$ cat src/rtl/seq_det_sched.sv
`default_nettype none
// ============================================================================
// Module      : seq_det_sched
// Description : Round-robin scheduler sharing one "0111" detector across NCH
//               serial channels. Each channel keeps a 2-bit saved context that
//               is swapped into the shared next-state logic when granted.
//               Optional build macro SEQ_SCHED_CNT_EN adds per-channel
//               saturating 8-bit match counters readable through cnt_sel.
// Revision    : 1.0 - initial release
// ============================================================================
module seq_det_sched #(
  parameter int NCH = 4,
  parameter int CHW = 2
) (
  input  logic           clk,
  input  logic           rst,
  input  logic [NCH-1:0] ch_valid,
  input  logic [NCH-1:0] ch_bit,
  input  logic [NCH-1:0] ch_clr,
  output logic [NCH-1:0] ch_ready,
  output logic           match_valid,
  output logic [CHW-1:0] match_ch,
  output logic           busy,
  input  logic [CHW-1:0] cnt_sel,
  output logic [7:0]     cnt_out
);

  typedef enum logic [1:0] {
    IDLE = 2'd0,
    G0   = 2'd1,
    G01  = 2'd2,
    G011 = 2'd3
  } state_t;

  state_t         ctx_q [NCH];
  state_t         ctx_d [NCH];
  logic [CHW-1:0] ptr_q, ptr_d;
  logic           match_valid_q, match_valid_d;
  logic [CHW-1:0] match_ch_q, match_ch_d;
  logic           busy_q, busy_d;

  logic [NCH-1:0] w_elig;
  logic           w_gnt_vld;
  logic [CHW-1:0] w_gnt_id;
  logic           w_bit;
  state_t         w_cur;
  state_t         w_nxt;
  logic           w_hit;

  // A channel being cleared never competes, so its bit is never consumed.
  assign w_elig = ch_valid & ~ch_clr;

  // Arbiter: first eligible channel searching upward from ptr, with wrap
  always_comb begin
    logic [CHW:0]   sum;
    logic [CHW-1:0] idx;
    w_gnt_vld = 1'b0;
    w_gnt_id  = '0;
    sum       = '0;
    idx       = '0;
    for (int k = 0; k < NCH; k++) begin
      sum = {1'b0, ptr_q} + (CHW+1)'(k);
      if (sum >= (CHW+1)'(NCH)) begin
        sum = sum - (CHW+1)'(NCH);
      end
      idx = sum[CHW-1:0];
      if (!w_gnt_vld && w_elig[idx]) begin
        w_gnt_vld = 1'b1;
        w_gnt_id  = idx;
      end
    end
  end

  // One-hot grant decode
  generate
    for (genvar gi = 0; gi < NCH; gi++) begin : g_ready
      assign ch_ready[gi] = w_gnt_vld && (w_gnt_id == CHW'(gi));
    end
  endgenerate

  assign w_bit = ch_bit[w_gnt_id];
  assign w_cur = ctx_q[w_gnt_id];

  // Shared detector transition for the context currently swapped in
  always_comb begin
    w_nxt = IDLE;
    w_hit = 1'b0;
    case (w_cur)
      IDLE:    w_nxt = w_bit ? IDLE : G0;
      G0:      w_nxt = w_bit ? G01  : G0;
      G01:     w_nxt = w_bit ? G011 : G0;
      G011: begin
        if (w_bit) begin
          w_nxt = IDLE;     // non-overlapping: restart after a match
          w_hit = 1'b1;
        end else begin
          w_nxt = G0;
        end
      end
      default: w_nxt = IDLE;
    endcase
  end

  // Context write-back, pointer advance, match and busy next values
  always_comb begin
    for (int i = 0; i < NCH; i++) begin
      ctx_d[i] = ctx_q[i];
      if (ch_clr[i]) begin
        ctx_d[i] = IDLE;
      end else if (w_gnt_vld && (w_gnt_id == CHW'(i))) begin
        ctx_d[i] = w_nxt;
      end
    end

    ptr_d = ptr_q;
    if (w_gnt_vld) begin
      ptr_d = (w_gnt_id == CHW'(NCH-1)) ? '0 : w_gnt_id + CHW'(1);
    end

    match_valid_d = w_gnt_vld & w_hit;
    match_ch_d    = match_valid_d ? w_gnt_id : match_ch_q;

    busy_d = 1'b0;
    for (int i = 0; i < NCH; i++) begin
      if (ctx_d[i] != IDLE) begin
        busy_d = 1'b1;
      end
    end
  end

  // State registers; reset drops every partial sequence and any pending match
  always_ff @(posedge clk) begin
    if (rst) begin
      for (int i = 0; i < NCH; i++) begin
        ctx_q[i] <= IDLE;
      end
      ptr_q         <= '0;
      match_valid_q <= 1'b0;
      match_ch_q    <= '0;
      busy_q        <= 1'b0;
    end else begin
      for (int i = 0; i < NCH; i++) begin
        ctx_q[i] <= ctx_d[i];
      end
      ptr_q         <= ptr_d;
      match_valid_q <= match_valid_d;
      match_ch_q    <= match_ch_d;
      busy_q        <= busy_d;
    end
  end

  assign match_valid = match_valid_q;
  assign match_ch    = match_ch_q;
  assign busy        = busy_q;

`ifdef SEQ_SCHED_CNT_EN
  logic [7:0] cnt_q [NCH];
  logic [7:0] cnt_d [NCH];

  // Counters step on the same edge that raises match_valid; clear wins
  always_comb begin
    for (int i = 0; i < NCH; i++) begin
      cnt_d[i] = cnt_q[i];
      if (ch_clr[i]) begin
        cnt_d[i] = 8'd0;
      end else if (match_valid_d && (w_gnt_id == CHW'(i)) && (cnt_q[i] != 8'hFF)) begin
        cnt_d[i] = cnt_q[i] + 8'd1;
      end
    end
  end

  // Counter registers
  always_ff @(posedge clk) begin
    if (rst) begin
      for (int i = 0; i < NCH; i++) begin
        cnt_q[i] <= 8'd0;
      end
    end else begin
      for (int i = 0; i < NCH; i++) begin
        cnt_q[i] <= cnt_d[i];
      end
    end
  end

  // Combinational counter read mux
  always_comb begin
    cnt_out = 8'd0;
    for (int i = 0; i < NCH; i++) begin
      if (cnt_sel == CHW'(i)) begin
        cnt_out = cnt_q[i];
      end
    end
  end
`else
  logic w_unused_cnt_sel;
  assign w_unused_cnt_sel = ^cnt_sel;
  assign cnt_out          = 8'd0;
`endif

endmodule
`default_nettype wire

$ cat config.mk
export PLATFORM = sky130hd
export DESIGN_NAME = seq_det_sched
export DESIGN_NICKNAME = d
export VERILOG_FILES = /design/src/rtl/seq_det_sched.sv
export SDC_FILE = /design/constraint.sdc
export NUM_CORES = 1
export LEC_CHECK = 0
export ABC_AREA = 1
export CAP_MARGIN = 30
export CELL_PAD_IN_SITES_DETAIL_PLACEMENT = 1
export CELL_PAD_IN_SITES_GLOBAL_PLACEMENT = 1
export CORE_ASPECT_RATIO = 0.5
export CORE_MARGIN = 10
export CORE_UTILIZATION = 34
export DETAILED_ROUTE_END_ITERATION = 16
export PLACE_DENSITY_LB_ADDON = 0.1
export SLEW_MARGIN = 10
export SYNTH_ARGS = -nofsm -noshare
export SYNTH_HDL_FRONTEND = slang
export SYNTH_SLANG_ARGS = --single-unit
$ cat constraint.sdc
create_clock -name clk -period 3.7 [get_ports clk]
set_clock_uncertainty 0.15 [all_clocks]
set_input_delay 0.74 -clock clk [delete_from_list [all_inputs] [get_ports clk]]
set_output_delay 0.74 -clock clk [all_outputs]
set_load 0.01 [all_outputs]
# ---- Word-level counts from Yosys, hierarchy flattened
# Memory sizes are Yosys's and may differ from the RTL's.
# Cells that the tools add are included.
# W data, S select, Z words.
dict set report classes {
  n_lt_le_gt_ge 9
  n_reduce_logical 17
  eq_ne 6
  n_addsub 8
  bitwise_logic 7
  mux 48
}
# cell count
set op_table {}
lappend op_table {{$mux W2} 23}
lappend op_table {{$mux W1} 19}
lappend op_table {{$lt A2 B3 Y1 const B} 5}
lappend op_table {{$bmux W1 S2} 5}
lappend op_table {{$ge A3 B3 Y1 const B} 3}
lappend op_table {{$eq A2 B2 Y1 const B} 4}
lappend op_table {{$reduce_bool A2 Y1} 4}
lappend op_table {{$sub A2 B1 Y2 const B} 4}
lappend op_table {{$logic_and A1 B1 Y1} 7}
lappend op_table {{$add A2 B2 Y3 const B} 2}
lappend op_table {{$pmux W2 S3} 1}
lappend op_table {{$and A4 B4 Y4} 1}
lappend op_table {{$eq A2 B1 Y1 const B} 2}
lappend op_table {{$logic_not A2 Y1} 2}
lappend op_table {{$not A4 Y4} 1}
lappend op_table {{$or A1 B1 Y1} 4}
lappend op_table {{$add A2 B1 Y3 const B} 1}
lappend op_table {{$ge A2 B3 Y1 const B} 1}
lappend op_table {{$logic_not A1 Y1} 3}
lappend op_table {{$add A2 B1 Y2 const B} 1}
lappend op_table {{$reduce_or A2 Y1} 1}
lappend op_table {{$and A1 B1 Y1} 1}
dict set report totals {
  ram_bits 8
  n_memories 1
  register_bits 6
  elab_cells 100
  out_inout_bits 16
  in_bits 16
}
# name depth width read_ports rd_clocked_by_memory_dff write_ports line_no
set mem_list {}
lappend mem_list {ctx_q 4 2 5 0 4 35} ;# state_t ctx_q [NCH];

# ---- Depth between registers and ports, before layout
# Gate-level depths: netlist (run 1).
dict set report logic_depth {
  ltp_word 25
  ltp_mapped 24
  mapped_depth_nobuf 23
}

# ---- Least setup slack after synthesis (run 1)
# Ideal clock, no wire load.
dict set report synth_timing {
  path_type {input -> register}
  from {input ch_clr[2]}
  to {register busy_q (netlist: busy)}
  setup_ns 0.132
  t_required_ns 3.418
  arrival_ns 2.860
  path_buffers 1
  cell_stages 20
  path_slack_ns 0.558
  path_cell_list {inv_1 > nand3_1 > nand3_2 > nand2_4 > nand2_2 > nand2_2 > nand2_2 > nand3_2 > buf_6 > or2_0 > a32oi_1 > inv_1 > ha_1 > or2_2 > nand3_2 > nand2_1 > nand2_1 > nand2_1 > nor2_1 > a21oi_1}
}
dict set report synth_via {
  elab_chain_cells 25
  word_cells_on_any_way 60
  classes_between {6 x eq/ne; 34 x mux; 2 x bitwise; 17 x reduce/logical; 1 x memory}
}
# item line_no
set synth_rtl {}
lappend synth_rtl {{from (decl)} 19} ;# input logic [NCH-1:0] ch_clr,
lappend synth_rtl {{$not A4 Y4} 51} ;# assign w_elig = ch_valid & ~ch_clr;
lappend synth_rtl {{$and A4 B4 Y4} 51}
lappend synth_rtl {{$bmux W1 S2} 67} ;# if (!w_gnt_vld && w_elig[idx]) begin
lappend synth_rtl {{$mux W1 (not written as such)} 67}
lappend synth_rtl {{$mux W1} 67}
lappend synth_rtl {{$logic_not A1 Y1} 67}
lappend synth_rtl {{$logic_and A1 B1 Y1} 67}
lappend synth_rtl {{$mux W1} 67}
lappend synth_rtl {{(+7 left out)} -}
lappend synth_rtl {{$eq A2 B2 Y1, or another cell as far along} 88} ;# case (w_cur)
lappend synth_rtl {{$reduce_or A2 Y1 (no source line), or another cell as far along} -}
lappend synth_rtl {{$pmux W2 S3} 88}
lappend synth_rtl {{$mux W2} 110} ;# end else if (w_gnt_vld && (w_gnt_id == CHW'(i))) begin
lappend synth_rtl {{$mux W2} 108} ;# if (ch_clr[i]) begin
lappend synth_rtl {{$reduce_bool A2 Y1} 125} ;# if (ctx_d[i] != IDLE) begin
lappend synth_rtl {{$mux W1 (3 in a row)} 125}
lappend synth_rtl {{$mux W1 *} 125}
lappend synth_rtl {{to (signal assigned)} 148} ;# busy_q <= busy_d;
lappend synth_rtl {{to (decl)} 40} ;# logic busy_q, busy_d;
# Mark *: on every way between the ends. The rest lies on a longest branch, timed or not. The select of a mux whose other input is x is not followed.
# A chain may end at the register's enable or synchronous reset.

# ---- Worst setup path in the final report (run 1)
dict set report layout_timing {
  from {input ch_clr[0]}
  to {register busy_q (netlist: busy)}
}
# The elaborated chain is that of the path after synthesis.

==> impl_metrics.toml, run 1 <==
[run_status]
status = "complete, no violations"

[yosys]
synth_area_um2 = 1320
ys_top_cells_by_area = "dfxtp_1 (21%), nand2_1 (14%), nand3_2 (9.9%), inv_1 (6.9%), ha_1 (6.7%)"
ys_ff_latch = 14
synth_edf_count = 0
synthMostInstantiatedCell = "nand2_1"
synth_cells = 201
yosys.area.top_type = "dfxtp_1"
yosys_warnings = 0
yosysSeqAreaShare_pct = 21.3
postSynthAreaPerCell_um2 = 6.54
ys_top_cells_by_count = "nand2_1 (50), inv_1 (24), nor2_1 (23), nand3_1 (16), dfxtp_1 (14)"
synthFlopType = "dfxtp_1"
async_flop_share_pct = 0
synthDistinctLibCells = 24
yosysTopAreaCellShare_pct = 21.3

[setup_path]
required_ps = 3660
timing.rr.start = "ptr_q[0]"
r2r_end = "busy"
critPathLaunch = "ch_clr[0]"
cp_cell_sequence = "clkdlybuf4s50_1, inv_2, nand3_4, nand3_4, nand2_4, nand2_2, nand2_2, nand2_2, nand3_4, buf_4, or2_0, a32oi_2, inv_1, ha_1, or2_2, nand3_4, nand2_1, nand2_1, nand2_1, nor2_1, a21oi_1"
critPathMaxStageDelay_ps = 430
reg2reg_slack_ps = 240
crit_family = "simple AND/OR/NAND/NOR gates"
crit_top_cell = "nand3_4"
arrival_ps = 3590
end_kind = "register"
critPathKind = "primary input to register"
crit_path_max_fanout = 5
reg2reg_depth = 21
path_buf_inv = 4
crit_cells = 21
startpoint_type = "primary input"
crit_slowest_cell = "clkdlybuf4s50_1"

[sta]
fmax_mhz = 276
fin_crit_sh_pct = 97.9
relSlewSlack_pct = 61.7
finalMaxSlewViolations = 0
tightestPinTransition_ps = 573
rsz0062_at_grt = "yes"
setup_viol = 0
fin_crit_ps = 3620
hold_violations = 0

[grt]
grt_max_degree = 14
antenna_found_initial = 0
grt_pass1_wl_um = 7100
grt_usage_pct = 12.5
overflow = 0
grt_pass1_vias = 1537

[cts]
clk_pin_slew_ps = 70
cts_tree = "done"
root_buffer = "clkbuf_8"
cts-htree-levels = 1
cts_made_buffers = 3
clock_latency_ps = 250
cts_buffer_depth = 2
clock-sinks = 14

[min_path]
min-delay-start = "match_ch[0]"
hold_path_class = "register to register"
whs_endpoint = "match_ch[0]"
holdPathStages = 2

[floorplanning]
core-area_um2 = 3570
die_w_um = 108
pin_count = 32
fp-row-count = 15
die_y_um = 64.0
dieArea_um2 = 6910
initial_core_util_pct = 36.9

[detailed_routing]
routedWlPerCell_um = 14.5
routed_wl_um = 4450
firstDrtPassIters = 4
drtIter0Drc = 47
vias = 1457
vias_per_cell = 4.75
drc = 0
ant_nets = 0

[placement]
place.gp.congestion = 0.838
port_buffers = 21
hpwlAfterDp_um = 3420

[finish]
antenna_cells = 0
layout.nets = 280
area_delta_synth_final_pct = 49.7
utilization_pct = 55.2
fillers = 463
layout-drive-gt1-share_pct = 36.3

[run]
cap_violations = 0
[metrics by stage]
stage / setup WS (ps) / std cells / setup TNS [ps] / hold slack [ps] / instance area, µm²
finish: 78.9 / 307 / 0 / 333 / 1970
detailed placement: -451 / 297 / -4150 / 326 / 1740
floorplan: 558 / 208 / 0 / 334 / 1340
CTS: 3.19 / 303 / 0 / 336 / 1850
global route: -131 / 307 / -149 / 377 / 1970
global placement: -322 / 297 / -2420 / 308 / 1740
[cell families after synthesis]
group	count (synthesis)	share of synthesized area, %
DFF	14	21.3
buffers and inverters	42	16.7
and+or+nand+nor	123	49.1
adders and majority gates	7	6.66
other	1	0.285
AOI/OAI and AO/OA	14	5.90
[flip-flops by register name, summed over array words and instances (netlist names)]
signal	count
ctx_q	8
match_ch	2
ptr_q	2
busy	1
match_valid	1
[worst min-delay path: stages (launching register included)]
cell and delay (ps):
dfxtp_1 310, nand2_1 60, a21oi_1 60
[per-layer routing]
metal | track usage (%) | vias to the layer above | wire, µm
met5 | 0 | - | 0
met2 | 22.2 | 24 | 2250
met1 | 14.6 | 701 | 1990
met3 | 3.00 | 2 | 186
li1 | - | 730 | -
met4 | 2.98 | 0 | 31
[cell type report]
type	count	area [µm²]	area share, %
multi-input cells	152	963	49.0
repair buffers	56	478	24.3
flip-flops and latches	14	280	14.2
inverters	30	128	6.48
well taps	51	63.8	3.24
clock buffers	4	55.1	2.80
[worst max-delay path by stage]
stage	endpoint	slack, ps
global placement	busy	-320
finish	busy	80
floorplan	busy	560
CTS	busy	3
detailed placement	busy	-450
global route	busy	-130
[repair_timing]
action,CTS,global route
setup buffers,2,4
pin swaps,4,11
hold buffers,0,0
resized for setup,18,27
endpoints found under the setup margin,13,13
[placed cells by master (no fill, tap or decap), drive strengths merged]
cell / Yosys / final
a21oi: 8 / 8
a32oi: 2 / 2
buf: 11 / 35
clkbuf: 1 / 5
clkdlybuf4s50: 0 / 10
conb: 1 / 8
dfxtp: 14 / 14
dlygate4sd2: 0 / 5
dlymetal6s2s: 0 / 5
ha: 7 / 7
inv: 30 / 30
nand2: 62 / 62
nand3: 29 / 29
nand4: 7 / 7
nor2: 23 / 23
o21ai: 4 / 4
or2: 2 / 2
Power of run 1 is left out: the tool's default activity adds up to more than one toggle a clock period on the data nets, which glitch-free logic cannot reach.
==> run 2: changes to the inputs <==
--- a/config.mk
+++ b/config.mk
@@ -13,7 +13,7 @@
 export CORE_MARGIN = 10
 export CORE_UTILIZATION = 34
 export DETAILED_ROUTE_END_ITERATION = 16
-export PLACE_DENSITY_LB_ADDON = 0.1
+export PLACE_DENSITY = 0.9
 export SLEW_MARGIN = 10
 export SYNTH_ARGS = -nofsm -noshare
 export SYNTH_HDL_FRONTEND = slang
==> impl_metrics.toml, run 2 (synthesis gave the netlist of run 1 again) <==
[run_status]
status = "finished, violations left"
violations = "setup timing"

[cts]
holdBufCountCts = 0
cts-htree-levels = 1
cts_tree = "done"
cts_made_buffers = 3
clock_latency_ps = 270
root_buffer = "clkbuf_8"
clk_pin_slew_ps = 70
cts_buffer_depth = 2
clock-sinks = 14

[floorplanning]
die_y_um = 64.0
pin_count = 32
core-area_um2 = 3570
fp-row-count = 15
initial_core_util_pct = 36.9
die_w_um = 108
dieArea_um2 = 6910

[finish]
stdcell_count = 316
layout_commonest_cell = "buf_4"
layout_common_cells = "buf_4 (44), nand2_1 (39), nor2_1 (23), inv_1 (19), nand2_2 (18)"
layout.nets = 289
antenna_cells = 0
largest_reg_flops = 8
top_register = "ctx_q"
layout-drive-gt1-share_pct = 42.6
area_delta_synth_final_pct = 56.4

[sta]
fin_crit_ps = 3740
fmax_mhz = 267
hold_violations = 0
final.setup.tns_ps = -43.5
fin_crit_sh_pct = 101
finalMaxSlewViolations = 0
fin_ws_ps = -43.5
tightestPinTransition_ps = 583
setup_viol = 1
relSlewSlack_pct = 61.0

[placement]
port_buffers = 21
place.gp.congestion = 0.892
hpwlAfterDp_um = 4060
dp_cells = 302

[setup_path]
end_kind = "register"
crit_path_max_fanout = 7
reg2reg_depth = 22
r2r_end = "busy"
reg2reg_slack_ps = 60
startpoint_type = "primary input"
critPathKind = "primary input to register"
timing.rr.start = "ptr_q[1]"
required_ps = 3660
arrival_ps = 3710

[detailed_routing]
drtIter0Drc = 119
ant_nets = 0
vias = 1736
firstDrtPassIters = 5
routedWlPerCell_um = 21.5
routed_wl_um = 6800
drc = 0
vias_per_cell = 5.49

[min_path]
min-delay-start = "match_ch[0]"
holdPathStages = 2
hold_path_class = "register to register"
whs_endpoint = "match_ch[0]"

[grt]
grt_usage_pct = 17.0
grt_pass1_vias = 1759
antenna_found_initial = 0
grt_max_degree = 14
grt_pass1_wl_um = 9370
overflow = 0

[run]
cap_violations = 0
run 2: cell count changes in the layout (fill, tap and decap cells not counted), sizes merged:
cell,previous run,this run
clkbuf,5,6
buf,35,44
dlymetal6s2s,5,0
clkdlybuf4s15,0,1
dlygate4sd2,5,9
clkdlybuf4s50,10,9
run 2: worst max-delay path by stage:
stage | cells after the start | from | slack (ps) | endpoint
after floorplan | 20 | ch_clr[2] | 560 | busy
after global placement | 22 | ch_clr[2] | -230 | busy
after detailed placement | 23 | ch_clr[3] | -540 | busy
after CTS | 24 | ch_clr[2] | 90 | busy
after global routing | 24 | ch_clr[0] | -160 | busy
final | 24 | ch_clr[0] | -40 | busy
run 2: layer usage:
layer	routed length, µm	up-vias	GRT usage, %
met5	0	-	0
met2	3300	88	30.2
met3	381	24	3.40
met4	254	0	8.28
li1	-	752	-
met1	2860	872	19.0
run 2: repair_timing:
| item | in CTS | in global routing |
|---|---|---|
| buffers inserted | 6 | 4 |
| setup endpoints to repair | 15 | 11 |
| pin swaps | 10 | 9 |
| gates resized for setup | 33 | 28 |
run 2: through the flow:
| step | utilization, % | hold slack, ps | instance area (µm²) | worst slack (ps) |
|---|---|---|---|---|
| 2_1_floorplan | - | 334 | 1340 | 558 |
| 3_3_place_gp | 49.7 | 305 | 1770 | -234 |
| 3_5_place_dp | 49.7 | 352 | 1770 | -543 |
| 4_1_cts | 54.0 | 416 | 1930 | 94.2 |
| 5_1_grt | 57.7 | 458 | 2060 | -158 |
| 6_report | 57.7 | 434 | 2060 | -43.5 |
run 2: final cells by class:
| cell class | count | area, µm² |
|---|---|---|
| repair buffers | 65 | 520 |
| inverters | 30 | 125 |
| multi-input cells | 152 | 1010 |
| fillers | 454 | 1510 |
| flip-flops and latches | 14 | 282 |
| clock buffers | 4 | 55.1 |
| well taps | 51 | 63.8 |
run 2: critical path: stages:
cell and delay (ps):
dlygate4sd2_1 280, inv_2 80, nand3_2 100, nand2_2 90
nand2_1 50, nand2_1 90, nand2_2 70, nand2_2 80
nand2_2 100, nand3_4 140, inv_4 60, buf_4 150
o21ai_1 170, inv_1 100, a32oi_2 200, inv_2 80
ha_1 230, or2_2 350, nand3_4 100, nand2_1 80
nand2_1 100, nand2_1 70, nor2_1 110, a21oi_1 70
Power of run 2 is left out for the same reason.
==> run 3: changes to the inputs <==
==> constraint.sdc (replaced) <==
create_clock -name clk -period 3.7 [get_ports clk]
set_clock_uncertainty 0.15 [all_clocks]
set_input_delay 0.555 -clock clk [delete_from_list [all_inputs] [get_ports clk]]
set_output_delay 0.555 -clock clk [all_outputs]
set_load 0.01 [all_outputs]
==> impl_metrics.toml, run 3 (synthesis gave the netlist of run 1 again) <==
[sta]
fmax_mhz = 278
fin_ws_ps = 109
hold_violations = 0
tightestPinTransition_ps = 529
finalMaxSlewViolations = 0
holdWs_ps = 332
relSlewSlack_pct = 64.7
fin_crit_sh_pct = 97.1
fin_crit_ps = 3590
setup_viol = 0

[finish]
fillers = 463
largest_reg_flops = 8
multiInputGateArea_um2 = 881
layout_common_cells = "nand2_1 (49), buf_4 (27), nor2_1 (23), inv_1 (22), clkdlybuf4s50_1 (18)"
layout-drive-gt1-share_pct = 29.0
antenna_cells = 0
regArea_um2 = 280
layout_commonest_cell = "nand2_1"
final_area_um2 = 1820
top_register = "ctx_q"
stdcell_count = 299
layout.nets = 272
area_delta_synth_final_pct = 38.2

[cts]
root_buffer = "clkbuf_8"
clock-sinks = 14
cts_made_buffers = 3
clk_pin_slew_ps = 60
post_cts_buffers = 0
cts-htree-levels = 1
cts_tree = "done"
cts_buffer_depth = 2
clock_latency_ps = 250

[setup_path]
arrival_ps = 3560
reg2reg_slack_ps = 250
crit_path_max_fanout = 8
reg2reg_depth = 21
critPathKind = "primary input to register"
end_kind = "register"
required_ps = 3670
startpoint_type = "primary input"

[placement]
pre_cts_ws_ps = -273
hpwlAfterDp_um = 3690
dpl_cell_area_um2 = 1720
place.gp.congestion = 0.886
dp_cells = 295
port_buffers = 21

[min_path]
holdPathStages = 2
hold_path_class = "register to register"

[floorplanning]
die_y_um = 64.0
core-area_um2 = 3570
pin_count = 32
fp-row-count = 15
initial_core_util_pct = 36.9
dieArea_um2 = 6910
die_w_um = 108

[grt]
antenna_found_initial = 0
overflow = 0
grt_usage_pct = 12.7
grt_pass1_wl_um = 7400
grt_pass1_vias = 1575
grt_max_degree = 14

[detailed_routing]
vias_per_cell = 4.92
routedWlPerCell_um = 15.7
firstDrtPassIters = 4
drc = 0
drtIter0Drc = 38
routed_wl_um = 4690
vias = 1470
ant_nets = 0

[run_status]
status = "complete, no violations"

[run]
cap_violations = 0
-- run 3: path summary, 6_finish.rpt --
kind                             startpoint          end
worst max-delay path              ch_clr[2]         busy
worst min-delay path            match_ch[0]  match_ch[0]
worst max register to register     ptr_q[0]         busy
worst min register to register  match_ch[0]  match_ch[0]
-- run 3: what timing repair did --
item,CTS,global route
resized for setup,4,11
pin swaps,0,2
hold buffers,0,0
endpoints found under the setup margin,4,11
cloned,0,0
-- run 3: per-stage QoR --
step	TNS, ps	utilization (%)
after global routing	-71.3	51.0
final	0	51.0
after CTS	0	49.9
after detailed placement	-1430	48.2
after floorplan	0	-
after global placement	0	48.2
-- run 3: layout make-up --
class / count / area share (%)
multi-input cells: 152 / 48.5
repair buffers: 48 / 22.7
flip-flops and latches: 14 / 15.4
inverters: 30 / 6.88
well taps: 51 / 3.51
clock buffers: 4 / 3.03
-- run 3: per-layer routing --
layer	routed length (µm)	vias up	share of wire, %	global-route usage [%]
met5	0	-	0	0
met4	51	0	1.1	2.32
met3	146	6	3.1	2.20
met2	2510	35	54	24.8
met1	1980	714	42	14.2
li1	-	715	-	-
-- run 3: worst max-delay path, stage by stage --
cell	delay (ps)
clkdlybuf4s50_1	470
inv_1	140
nand3_2	110
nand3_2	140
nand2_4	80
nand2_2	90
nand2_2	50
nand2_2	90
nand3_4	160
or2_0	290
a32oi_2	230
inv_1	90
ha_1	220
or2_2	320
nand3_2	130
nand2_1	80
nand2_1	90
nand2_1	70
nor2_1	100
a21oi_1	70
Power of run 3 is left out for the same reason.
